--- config.mk ---
export PLATFORM = sky130hd
export DESIGN_NAME = out_register
export DESIGN_NICKNAME = d
export VERILOG_FILES = /design/src/rtl/out_register.sv
export SDC_FILE = /design/constraint.sdc
export NUM_CORES = 1
export LEC_CHECK = 0
export ABC_AREA = 1
export CAP_MARGIN = 20
export CORE_AREA = 2 2 69 71
export CTS_BUF_LIST = sky130_fd_sc_hd__clkbuf_4 sky130_fd_sc_hd__clkbuf_8 sky130_fd_sc_hd__clkbuf_16
export CTS_CLUSTER_SIZE = 40
export DETAILED_ROUTE_END_ITERATION = 7
export DIE_AREA = 0 0 71 73
export HOLD_SLACK_MARGIN = 0.02
export PLACE_DENSITY = 0.75
export SLEW_MARGIN = 20
export SYNTH_ARGS = -nofsm -noshare
export SYNTH_HDL_FRONTEND = slang
export SYNTH_SLANG_ARGS = --single-unit
--- constraint.sdc ---
create_clock -name clk -period 1.8 [get_ports clk]
set_input_delay 0.36 -clock clk [delete_from_list [all_inputs] [get_ports clk]]
set_output_delay 0.36 -clock clk [all_outputs]
set_load 0.005 [all_outputs]
--- src/rtl/out_register.sv ---
// Wide-result output register: captures a C_NUM_BITS value in one cycle and
// streams it out as 32-bit words, least-significant word first.
//
//   state | meaning
//   IDLE  | empty, waiting for din_valid; din_ready high
//   SEND  | holding a value, presenting word[count] with dout_valid high
module out_register #(
    parameter int C_NUM_BITS = 32
) (
    input  logic                  clk,
    input  logic                  aresetn,
    input  logic [C_NUM_BITS-1:0] din,
    input  logic                  din_valid,
    output logic                  din_ready,
    output logic [31:0]           dout,
    output logic                  dout_valid,
    input  logic                  dout_ready,
    output logic                  dout_last,
    output logic                  busy
);

    localparam int C_NUM_WORDS  = (C_NUM_BITS + 31) / 32;
    localparam int C_UPPER_BITS = C_NUM_BITS - 32 * (C_NUM_WORDS - 1);
    localparam int CNT_W        = $clog2(C_NUM_WORDS) + 1;
    localparam int PAD_BITS     = 32 * C_NUM_WORDS;
    localparam logic [CNT_W-1:0] LAST_CNT = CNT_W'(C_NUM_WORDS - 1);

    typedef enum logic {
        IDLE = 1'b0,
        SEND = 1'b1
    } state_t;

    state_t                state, state_nxt;
    logic [CNT_W-1:0]      count, count_nxt;
    logic [C_NUM_BITS-1:0] held, held_nxt;
    logic [PAD_BITS-1:0]   held_pad;
    logic [31:0]           dout_word;
    logic                  is_last;
    logic                  word_acc;
    logic                  load;

    always_ff @(posedge clk or negedge aresetn) begin
        if (!aresetn) begin
            state <= IDLE;
            count <= '0;
            held  <= '0;
        end else begin
            state <= state_nxt;
            count <= count_nxt;
            held  <= held_nxt;
        end
    end

    // Zero-extend so the final word carries only C_UPPER_BITS live bits.
    always_comb begin
        held_pad                   = '0;
        held_pad[C_NUM_BITS-1:0]   = held;
        dout_word                  = '0;
        for (int i = 0; i < C_NUM_WORDS; i++) begin
            if (count == CNT_W'(i)) begin
                dout_word = held_pad[32*i +: 32];
            end
        end
    end

    assign dout_valid = (state == SEND);
    assign busy       = (state == SEND);
    assign is_last    = (state == SEND) && (count == LAST_CNT);
    assign dout_last  = is_last;
    assign dout       = (state == SEND) ? dout_word : 32'h0;
    assign word_acc   = (state == SEND) && dout_ready;

    // Capture is allowed on the same edge the final word leaves, giving
    // back-to-back values with no bubble; held low throughout reset.
    assign din_ready  = aresetn && ((state == IDLE) || (word_acc && is_last));
    assign load       = din_valid && din_ready;

    always_comb begin
        state_nxt = state;
        count_nxt = count;
        held_nxt  = held;
        if (load) begin
            state_nxt = SEND;
            count_nxt = '0;
            held_nxt  = din;
        end else if (word_acc) begin
            if (is_last) begin
                state_nxt = IDLE;
                count_nxt = '0;
            end else begin
                count_nxt = count + 1'b1;
            end
        end
    end

    // C_UPPER_BITS documents the live width of the final word; the zero
    // padding above is what actually enforces it.
    logic upper_bits_ok;
    assign upper_bits_ok = (C_UPPER_BITS >= 1);

    logic unused_ok;
    assign unused_ok = upper_bits_ok;

endmodule

==> Yosys cells after proc, flatten, opt, wreduce, memory -nomap -nowiden <==
Cells that the tools add are included.
{ "word_totals": {"register_bits": 34, "output_inout_bits": 36, "wordCells": 23} }
{ "op_classes": {"add_sub_neg": 1, "mux": 8, "bitwise": 2, "reduce_logical": 9} }
{ "ops": {"columns": ["op", "count"], "rows": [
  ["2-to-1 mux 32 bit", 2],
  ["2-to-1 mux 1 bit", 6],
  ["logical AND 1 bit", 5],
  ["nonzero test 2 bit", 2],
  ["NOT 1 bit", 2],
  ["AND reduction 2 bit", 1],
  ["adder 1 bit, second input constant", 1],
  ["logical OR 1 bit", 1]
]} }

==> Longest topological paths before layout <==
{ "logic_depth": {"word_depth": 8, "depth_mapped": 7} }

==> Least setup slack after synthesis <==
Ideal clock, no wire load.
{ "synth_timing": {"path_type": "reg2out", "from": "register state (netlist: busy)", "to": "output port dout[21]", "t_arrival_ns": 0.917, "required_ns": 1.440, "path_slack_ns": 0.523, "stages_incl_launch_ff": 4, "n_path_buf": 1, "path_cell_list": "dfrtp_1 inv_2 clkbuf_1 nor2_1"} }
{ "synth_via": {"elab_chain_cells": 1} }
{ "synth_rtl": {"columns": ["element", "line", "text"], "rows": [
  ["start, declared", "33", "state_t state, state_nxt;"],
  ["start signal, assigned", "48", "state <= state_nxt;"],
  ["2-to-1 mux 32 bit", "70", "assign dout = (state == SEND) ? dout_word : 32'h0;"],
  ["end, declared", "15", "output logic [31:0] dout,"]
]} }
No other way between the ends.

==> Worst setup path in the final report <==
{ "layout_timing": {"from": "register count", "to": "output port dout[17]"} }
{ "layout_via": {"elab_chain_cells": 2} }
{ "layout_rtl": {"columns": ["element", "line", "text"], "rows": [
  ["start, declared", "34", "logic [CNT_W-1:0] count, count_nxt;"],
  ["start signal, assigned", "49", "count <= count_nxt;"],
  ["2-to-1 mux 32 bit", "60", "if (count == CNT_W'(i)) begin"],
  ["2-to-1 mux 32 bit", "70", null]
]} }
No other way between the ends.

==> flow_summary.toml <==
[die]
fp.dieH_um = 73
initial_core_util_pct = 37.85
die_w_um = 71
ioPinCount = 72
die_area_sq_um = 5183
rows = 25
core_sq_um = 4536

[synth]
syn_inst = 226
synth.area.top_cells = "dfrtp_1, nand2_1, nand4_1, nor2_1, buf_2"
synthTopCellsByCount = "nand2_1, dfrtp_1, nor2_1"
syn_area_per_cell_sq_um = 7.596
synth_area_sq_um = 1717
ys.flop_type = "dfrtp_1"
synthAdderAreaFrac_pct = 0
ys_warn_count = 0
postSynthRegisterBits = 34
synth_compound_area_share_pct = 0.7289
synth_largest_area_cell = "dfrtp_1"
yosysMostFrequentCell = "nand2_1"
synth_mux_area_share_pct = 0
synth_top_family_by_area = "simple AND/OR/NAND/NOR gates"
syn_nets = 262
synth-edff-count = 0
ys_types = 15
synthXorXnorAreaFrac_pct = 0
synth-seq-area-share_pct = 49.56
synth-simple-area-share_pct = 42.35
ys_async_sr_fraction_pct = 100.0
synth_top_area_share_pct = 49.56

[finish]
num-nets-final = 334
n_antenna_cell = 0
area_delta_synth_final_pct = 49.34
multi_input_area_sq_um = 744.5
num-fill-cells = 429
drive_gt1_share_pct = 14.72
seqCellArea_sq_um = 852.1

[sta]
post-route-period-util_pct = 96.09
finalSetupViolations = 0
finalClockSkew_ns = 0.001436
finalHoldViolations = 0
fin_ws_ns = 0.07041
drv_slew = 0
relSlewSlack_pct = 73.80
fmax_ghz = 0.5782
finalCriticalPeriod_ns = 1.730
worstMarginPinSlew_ns = 0.3930

[pwr]
peakVddDrop_mv = 0.4148
finalPower_uw = 2082
power_density_nw_per_um2 = 811.9
p_leak_uw = 0.001412

[critical_path]
cpMaxStageDelayCell = "dfrtp_1"
cp_max_fo = 19
crit_chain = "inv_2 -> buf_4 -> buf_12 -> nand2_1 -> nor2_1 -> dlygate4sd2_1"
cp-end-kind = "output pin"
crit_required_ns = 1.44
crit_type = "register to output pin"
max_stage_delay_ns = 0.39
cp_data_arrival_time_ns = 1.37
crit_path_start_kind = "register"

[clock_tree]
cts.sinks = 34
root_buffer = "clkbuf_8"
clkTransAtPathRegs_ns = 0.07
clk_latency_ns = 0.28
cts_max_level = 2
cts_tree = "done"
clk_path_buf_depth = 2
numCtsBuffers = 5

[grt]
grt_max_degree = 68
grt_first_pass_wirelength_mm = 7.182
grt_overflow = 0
track_usage_pct = 17.96
grt_pass1_vias = 1579
antenna_found_initial = 0

[detailed_routing]
routed-via-count = 1746
drt-vias-per-instance = 4.946
first_iter_violations = 105
antenna_left = 0
routed_wl_mm = 4.380
first_pass_iters = 4
drc = 0
wl_per_cell_um = 12.41

[placed_design]
gp_congestion = 0.7295
portBuffers = 71
dp_hpwl_mm = 2.869
place_ws_ns = -0.1067

[run_status]
status = "finished clean"

[worst_hold_path]
hp-class = "input port to async pin"

[flow_run]
maxCapViolations = 0
## sequential cells by signal, indices dropped and copies added (netlist names)
register,count
held,32
busy,1
count,1
## area by class of cell
cell class | instances | share of cell area [%]
Clock inverter | 1 | 0.1952
Tap cell | 54 | 2.635
Multi-Input combinational cell | 168 | 29.04
Sequential cell | 34 | 33.24
Inverter | 3 | 0.7321
Timing Repair inverter | 1 | 0.2440
Timing Repair Buffer | 85 | 30.41
Clock buffer | 7 | 3.514
## final timing paths
kind / startpoint / endpoint / slack (ns) / cells after the start
setup reg to reg: count / held[19] / 0.17 / 9
max in group asynchronous: aresetn / busy / 1.44 / 2
setup / recovery: count / dout[17] / 0.07 / 6
hold / removal: aresetn / held[16] / 0.10 / 2
hold reg to reg: held[24] / held[24] / 0.47 / 2
min in group clk: held[24] / held[24] / 0.47 / 2
## kinds of logic after synthesis
group,after synthesis
AO/OA/AOI/OAI,2
buffers and inverters,24
flip-flops,34
AND/OR/NAND/NOR,166
## timing repair
action / CTS / global route
buffers inserted: 1 / 3
setup endpoints to repair: 34 / 12
endpoints found under the hold margin: 0 / 0
pin swaps: 0 / 1
hold buffers: 0 / 0
cloned: 1 / 0
resized for setup: 40 / 30
## routing by layer
metal	wire length [um]	track usage [%]	share of wire, %
met1	1916	22.21	44
met3	273	5.249	6.2
met4	59	6.289	1.3
met2	2131	30.11	49
met5	0	0	0
## critical path, delay by kind of cell (launching register included)
kind	cells	cell delay (ns)
buffers and inverters	4	0.55
flip-flops	1	0.39
AND/OR/NAND/NOR	2	0.14
## through the flow
step	area [sq um]	util (%)	setup TNS (ns)	hold WS [ns]	instances
final	2564	56.52	0	0.1017	353
after global routing	2564	56.52	-0.03839	0.1192	353
after CTS	2565	56.55	-0.3142	0.1017	350
after detailed placement	2475	54.57	-0.1067	0.4086	340
after global placement	2475	54.57	-0.09131	0.4085	340
after floorplan	1717	-	0	0.06441	226
## report_power, final
group	internal (uW)	switching (uW)	leakage [uW]
logic	271	266	0.000937
registers	894	68.3	0.000423
clock network	323	259	0.0000517
## cell usage in the layout, fill, tap and decap left out, drive strengths merged, types with 3 or more instances in the layout
cell type / netlist / routed
clkbuf: 8 / 17
dfrtp: 34 / 34
nand4: 32 / 32
buf: 13 / 16
clkdlybuf4s50: 0 / 36
dlymetal6s2s: 0 / 3
nand2: 100 / 100
dlygate4sd2: 0 / 16
clkdlybuf4s15: 0 / 4
nor2: 33 / 33
inv: 3 / 4
No activity file was read; power rests on OpenSTA's default activity.
